[src/rtl/axi_uart_responder.sv]
// axi_uart_responder: AXI4-Lite register front end for a UART core.
// It holds an RX FIFO and a TX FIFO, a status register, a control register
// and a one-cycle interrupt pulse.
//   clk, rstn             clock and synchronous active-low reset
//   uart_axi_ar*/r*       read channel: 0x0 pops RX, 0x8 returns status
//   uart_axi_aw*/w*/b*    write channel: 0x4 pushes TX, 0xC is control
//   tx_data/tx_valid/...  TX FIFO head offered to the serializer
//   rx_data/rx_valid      byte strobe from the deserializer, no backpressure
//   intr                  pulse on RX empty->non-empty or TX non-empty->empty
`timescale 1ns/1ps
module axi_uart_responder #(
   parameter int unsigned DEPTH = 16
) (
   input  logic        clk,
   input  logic        rstn,
   input  logic [3:0]  uart_axi_araddr,
   input  logic        uart_axi_arvalid,
   output logic        uart_axi_arready,
   output logic [31:0] uart_axi_rdata,
   output logic [1:0]  uart_axi_rresp,
   output logic        uart_axi_rvalid,
   input  logic        uart_axi_rready,
   input  logic [3:0]  uart_axi_awaddr,
   input  logic        uart_axi_awvalid,
   output logic        uart_axi_awready,
   input  logic [31:0] uart_axi_wdata,
   input  logic [3:0]  uart_axi_wstrb,
   input  logic        uart_axi_wvalid,
   output logic        uart_axi_wready,
   output logic [1:0]  uart_axi_bresp,
   output logic        uart_axi_bvalid,
   input  logic        uart_axi_bready,
   output logic [7:0]  tx_data,
   output logic        tx_valid,
   input  logic        tx_ready,
   input  logic [7:0]  rx_data,
   input  logic        rx_valid,
   output logic        intr
);

   localparam int unsigned AW = (DEPTH > 2) ? $clog2(DEPTH) : 1;
   localparam int unsigned CW = AW + 1;

   localparam logic [3:0] ADDR_RX   = 4'h0;
   localparam logic [3:0] ADDR_TX   = 4'h4;
   localparam logic [3:0] ADDR_STAT = 4'h8;
   localparam logic [3:0] ADDR_CTRL = 4'hC;

   logic [7:0]    rx_mem_q [DEPTH];
   logic [7:0]    tx_mem_q [DEPTH];
   logic [AW-1:0] rx_rd_q, rx_rd_d, rx_wr_q, rx_wr_d;
   logic [AW-1:0] tx_rd_q, tx_rd_d, tx_wr_q, tx_wr_d;
   logic [CW-1:0] rx_cnt_q, rx_cnt_d, tx_cnt_q, tx_cnt_d;
   logic          overrun_q, overrun_d, ien_q, ien_d;
   logic          arready_q, arready_d, rvalid_q, rvalid_d, bvalid_q, bvalid_d;
   logic          intr_q, intr_d;
   logic [31:0]   rdata_q, rdata_d;

   logic          rx_empty, rx_full, tx_empty, tx_full;
   logic          ar_acc, wr_go, ctrl_wr, stat_rd;
   logic          rx_push, rx_pop, rx_flush, tx_push, tx_pop, tx_flush;
   logic          ovr_set;
   logic [7:0]    rx_head;
   logic [31:0]   stat_val, rd_val;
   logic          unused_ok;

   assign unused_ok = ^{uart_axi_wstrb, uart_axi_wdata[31:8]};

   assign rx_empty = (rx_cnt_q == '0);
   assign rx_full  = (rx_cnt_q == CW'(DEPTH));
   assign tx_empty = (tx_cnt_q == '0);
   assign tx_full  = (tx_cnt_q == CW'(DEPTH));
   assign rx_head  = rx_mem_q[rx_rd_q];

   // Handshake qualifiers; the write ready is combinational so the write lands in the valid cycle
   assign ar_acc   = arready_q & uart_axi_arvalid;
   assign wr_go    = rstn & uart_axi_awvalid & uart_axi_wvalid & ~bvalid_q;
   assign ctrl_wr  = wr_go & (uart_axi_awaddr == ADDR_CTRL);
   assign stat_rd  = ar_acc & (uart_axi_araddr == ADDR_STAT);
   assign rx_flush = ctrl_wr & uart_axi_wdata[1];
   assign tx_flush = ctrl_wr & uart_axi_wdata[0];
   assign rx_pop   = ar_acc & (uart_axi_araddr == ADDR_RX) & ~rx_empty;
   assign rx_push  = rx_valid & (~rx_full | rx_pop);
   assign ovr_set  = rx_valid & rx_full & ~rx_pop;
   assign tx_pop   = ~tx_empty & tx_ready;
   assign tx_push  = wr_go & (uart_axi_awaddr == ADDR_TX) & ~tx_full;

   assign stat_val = {26'b0, overrun_q, ien_q, tx_full, tx_empty, rx_full, ~rx_empty};

   // Read data mux, sampled in the acceptance cycle
   always_comb begin
      rd_val = '0;
      case (uart_axi_araddr)
         ADDR_RX:   rd_val = rx_empty ? 32'h0 : {24'b0, rx_head};
         ADDR_STAT: rd_val = stat_val;
         default:   rd_val = '0;
      endcase
   end

   // Next-state for channels, control and both FIFOs; flush overrides push/pop
   always_comb begin
      arready_d = arready_q;
      rvalid_d  = rvalid_q;
      rdata_d   = rdata_q;
      bvalid_d  = bvalid_q;
      ien_d     = ien_q;
      overrun_d = overrun_q;
      rx_rd_d   = rx_rd_q;
      rx_wr_d   = rx_wr_q;
      rx_cnt_d  = rx_cnt_q;
      tx_rd_d   = tx_rd_q;
      tx_wr_d   = tx_wr_q;
      tx_cnt_d  = tx_cnt_q;
      intr_d    = 1'b0;

      if (ar_acc) begin
         rvalid_d = 1'b1;
         rdata_d  = rd_val;
      end else if (rvalid_q && uart_axi_rready) begin
         rvalid_d = 1'b0;
      end
      arready_d = ~rvalid_d;

      if (wr_go) begin
         bvalid_d = 1'b1;
      end else if (bvalid_q && uart_axi_bready) begin
         bvalid_d = 1'b0;
      end

      if (ctrl_wr) ien_d = uart_axi_wdata[4];

      // A fresh overrun in the clearing cycle wins so the event is not lost
      overrun_d = ovr_set | (overrun_q & ~stat_rd);

      if (rx_flush) begin
         rx_rd_d  = '0;
         rx_wr_d  = '0;
         rx_cnt_d = '0;
      end else begin
         if (rx_push) rx_wr_d = rx_wr_q + AW'(1);
         if (rx_pop)  rx_rd_d = rx_rd_q + AW'(1);
         case ({rx_push, rx_pop})
            2'b10:   rx_cnt_d = rx_cnt_q + CW'(1);
            2'b01:   rx_cnt_d = rx_cnt_q - CW'(1);
            default: rx_cnt_d = rx_cnt_q;
         endcase
      end

      if (tx_flush) begin
         tx_rd_d  = '0;
         tx_wr_d  = '0;
         tx_cnt_d = '0;
      end else begin
         if (tx_push) tx_wr_d = tx_wr_q + AW'(1);
         if (tx_pop)  tx_rd_d = tx_rd_q + AW'(1);
         case ({tx_push, tx_pop})
            2'b10:   tx_cnt_d = tx_cnt_q + CW'(1);
            2'b01:   tx_cnt_d = tx_cnt_q - CW'(1);
            default: tx_cnt_d = tx_cnt_q;
         endcase
      end

      intr_d = ien_q & (((rx_cnt_q == '0) && (rx_cnt_d != '0)) ||
                        ((tx_cnt_q != '0) && (tx_cnt_d == '0)));
   end

   // State registers
   always_ff @(posedge clk) begin
      if (!rstn) begin
         arready_q <= 1'b0;
         rvalid_q  <= 1'b0;
         rdata_q   <= '0;
         bvalid_q  <= 1'b0;
         ien_q     <= 1'b0;
         overrun_q <= 1'b0;
         intr_q    <= 1'b0;
         rx_rd_q   <= '0;
         rx_wr_q   <= '0;
         rx_cnt_q  <= '0;
         tx_rd_q   <= '0;
         tx_wr_q   <= '0;
         tx_cnt_q  <= '0;
      end else begin
         arready_q <= arready_d;
         rvalid_q  <= rvalid_d;
         rdata_q   <= rdata_d;
         bvalid_q  <= bvalid_d;
         ien_q     <= ien_d;
         overrun_q <= overrun_d;
         intr_q    <= intr_d;
         rx_rd_q   <= rx_rd_d;
         rx_wr_q   <= rx_wr_d;
         rx_cnt_q  <= rx_cnt_d;
         tx_rd_q   <= tx_rd_d;
         tx_wr_q   <= tx_wr_d;
         tx_cnt_q  <= tx_cnt_d;
      end
   end

   // FIFO storage; contents need no reset since counts gate every read
   always_ff @(posedge clk) begin
      if (rx_push && !rx_flush) rx_mem_q[rx_wr_q] <= rx_data;
      if (tx_push && !tx_flush) tx_mem_q[tx_wr_q] <= uart_axi_wdata[7:0];
   end

   assign uart_axi_arready = arready_q;
   assign uart_axi_rvalid  = rvalid_q;
   assign uart_axi_rdata   = rdata_q;
   assign uart_axi_rresp   = 2'b00;
   assign uart_axi_awready = wr_go;
   assign uart_axi_wready  = wr_go;
   assign uart_axi_bvalid  = bvalid_q;
   assign uart_axi_bresp   = 2'b00;
   assign tx_data          = tx_mem_q[tx_rd_q];
   assign tx_valid         = ~tx_empty;
   assign intr             = intr_q;

endmodule
[config.mk]
export PLATFORM = sky130hd
export DESIGN_NAME = axi_uart_responder
export DESIGN_NICKNAME = d
export VERILOG_FILES = /design/src/rtl/axi_uart_responder.sv
export SDC_FILE = /design/constraint.sdc
export NUM_CORES = 1
export LEC_CHECK = 0
export CAP_MARGIN = 5
export CORE_MARGIN = 8
export CORE_UTILIZATION = 55
export DETAILED_ROUTE_END_ITERATION = 6
export GPL_TIMING_DRIVEN = 0
export PLACE_DENSITY = 0.81
export SKIP_LAST_GASP = 1
export SLEW_MARGIN = 20
export SYNTH_ARGS = -nofsm -noshare
export SYNTH_HDL_FRONTEND = slang
export SYNTH_SLANG_ARGS = --single-unit
[constraint.sdc]
create_clock -name clk -period 9 [get_ports clk]
set_input_delay 1.8 -clock clk [delete_from_list [all_inputs] [get_ports clk]]
set_output_delay 1.8 -clock clk [all_outputs]
set_load 0.01 [all_outputs]
==> reports/metrics.cfg <==
[power]
switching_share_pct = 19.7
combPwrFrac_pct = 3.6
clock_power_share_pct = 41.4
power_frac_seq_pct = 55.0
p_per_area_nw_per_um2 = 197
p_leak_nw = 4.65
internal-power_w = 0.00225
ir_worst_vdd_uv = 215
switchingPower_w = 0.000552
p_total_w = 0.00280

[setup_path]
critPathArrivalTime_ps = 3230
worstSetupEndpointType = output pin
critical_path_class = in2out
cp-start-kind = input port
startpoint = uart_axi_awvalid
required_ps = 7200
reg2reg_from = tx_cnt_q[0]
reg2reg_slack_ps = 5730
r2r_end = intr
rr_worst_depth = 14
crit_fanout = 4

[floorplanning]
dieHeight_um = 166
ios = 112
die_w_um = 166
initial_core_util_pct = 56.3
row_count = 54
core-area_um2 = 21900
dieArea_um2 = 27500

[layout]
final_common_cell = edfxtp_1
n_fill_cell = 1460
fin_nets = 873
drive_above_1_share_pct = 20.5
final_cell_mix = 256 x edfxtp_1, 80 x mux4_2, 53 x clkdlybuf4s50_1
synthToLayoutAreaGrowth_pct = 15.4

[hold_path]
hold_path_end = uart_axi_rdata[1]
hold_path_depth = 2
worstHoldStart = uart_axi_rdata[1]
hp-class = reg2reg

[detailed_routing]
post-route-drc-count = 0
vias = 6519
wl_per_cell_um = 23.6
antenna_left = 0
drt_iter0_markers = 578
wl_um = 25900
firstDrtPassIters = 5
vias_per_cell = 5.95

[yosys]
async_flop_share_pct = 0
ys_warn_count = 0
syn-cell-area_um2 = 12300
syn_inst = 685
seq_area_frac_synth_pct = 70.2
synth_ff_type = edfxtp_1
synthDistinctLibCells = 53
ys_seq_elements = 304
syn_avg_cell_area_um2 = 18.0
synth_edf_count = 256

[outcome]
outcome = finished clean

[cts]
root_buffer = clkbuf_16
cts_max_level = 1
clk_pin_slew_ps = 60
clk_latency_ps = 530
cts_buffers = 29
holdBufCountCts = 0
clkSinkCount = 304
post-cts-setup-buffers = 0
clockBufferDepth = 3
cts_resized = 0
cts_tree = done

[sta]
hold_viol_final = 0
tightest_slew_ps = 895
clock.fmax_ghz = 0.199
finalSetupTns_ps = 0
setup_viol = 0
period_needed_ps = 5030
slew_violations = 0
period_share_pct = 55.9
relSlewSlack_pct = 40.4
clock_skew_ps = 7.05
rsz0062_at_grt = false

[global_routing]
gr-usage-all-layers_pct = 18.4
busiest_layer = met2
grt_pass1_vias = 6792
antenna_found_initial = 1
grt_pass1_wl_um = 39500
use_met2_pct = 33.7
gr-usage-met1_pct = 21.5
met3_usage_pct = 2.93
grt_remaining_overflow = 0
grt_max_degree = 18

[flow_run]
maxCapViolCount = 0

[placement]
gp_congestion = 0.877
io_buffer_count = 53
hpwlAfterDp_um = 17200

critical path, cell delays in order:
cell and delay [ps]:
clkdlybuf4s50_1 460, nand4b_1 180, inv_1 140, buf_4 110
clkdlybuf4s50_1 530
state kept, by name, indices dropped and copies added (netlist names), named ones only:
register,cells
rx_mem_q,128
tx_mem_q,128
uart_axi_rdata,8
rx_cnt_q,5
tx_cnt_q,5
rx_rd_q,4
rx_wr_q,4
tx_rd_q,4
tx_wr_q,4
ien_q,1
intr,1
overrun_q,1
uart_axi_arready,1
uart_axi_bvalid,1
uart_axi_rvalid,1
worst max-delay path by stage:
stage,slack (ps),end,cells after the start
3_5_place_dp,3880,intr,14
6_report,3970,uart_axi_wready,5
3_3_place_gp,4060,intr,14
4_1_cts,3980,uart_axi_wready,5
2_1_floorplan,4660,intr,14
5_1_grt,3900,tx_data[1],5
area by class of cell:
type                    count  area, um2  share of cell area, %
flip-flops and latches    304       8650                   60.8
multi-input cells         335       3380                   23.7
clock buffers              40        797                   5.60
repair buffers             53        531                   3.73
plain buffers              60        375                   2.64
well taps                 280        350                   2.46
clock inverters             9        101                  0.712
inverters                  13       48.8                  0.343
diodes                      1       2.50                 0.0176
kinds of logic (layout without fill, tap and decap cells):
group           count (synthesis)  count (layout)  synth area share, %
compound gates                 36              36                 2.01
xor+xnor                       21              21                 1.49
simple gates                  148             148                 6.08
mux                            86              86                 15.1
flops                         304             304                 70.2
buf+inv                        73             175                 3.44
fa+ha+maj                      16              16                 1.68
other cells                     1              29               0.0304
through the flow:
step                      instance area, um2  util [%]  setup WS (ps)  hold WS [ps]  std cells
after floorplan                        12400         -           4660           472        712
after global placement                 13300      60.8           4060           463       1045
after detailed placement               13300      60.9           3880           467       1045
after CTS                              14200      65.0           3980           475       1094
after global routing                   14200      65.0           3900           490       1095
final                                  14200      65.0           3970           472       1095
per-layer routing:
metal / share of wire [%] / vias up
li1: - / 2841
met1: 37 / 3336
met2: 54 / 280
met3: 6.3 / 62
met4: 2.9 / 0
met5: 0 / -
power groups by stage:
stage | Sequential [W] | Clock (W) | Combinational (W)
floorplan | 0.00157 | 0 | 0.0000526
global placement | 0.00157 | 0 | 0.0000949
detailed placement | 0.00157 | 0 | 0.0000999
CTS | 0.00154 | 0.00117 | 0.000101
global route | 0.00154 | 0.00122 | 0.000109
finish | 0.00154 | 0.00116 | 0.000102
synth_stat cells (all sizes together), types with 7 or more instances:
library cell / n / area [um2]
xor2: 11 / 96.3
mux4: 80 / 1800
buf: 47 / 327
o21ai: 7 / 35.0
ha: 15 / 188
edfxtp: 256 / 7690
nand2: 28 / 105
inv: 13 / 48.8
nor2b: 7 / 43.8
clkbuf: 13 / 48.8
nor3: 8 / 40.0
and2: 19 / 119
dfxtp: 48 / 961
nor2: 49 / 184
a21oi: 9 / 45.0
xnor2: 10 / 87.6
Power figures use the tool's default switching activity.
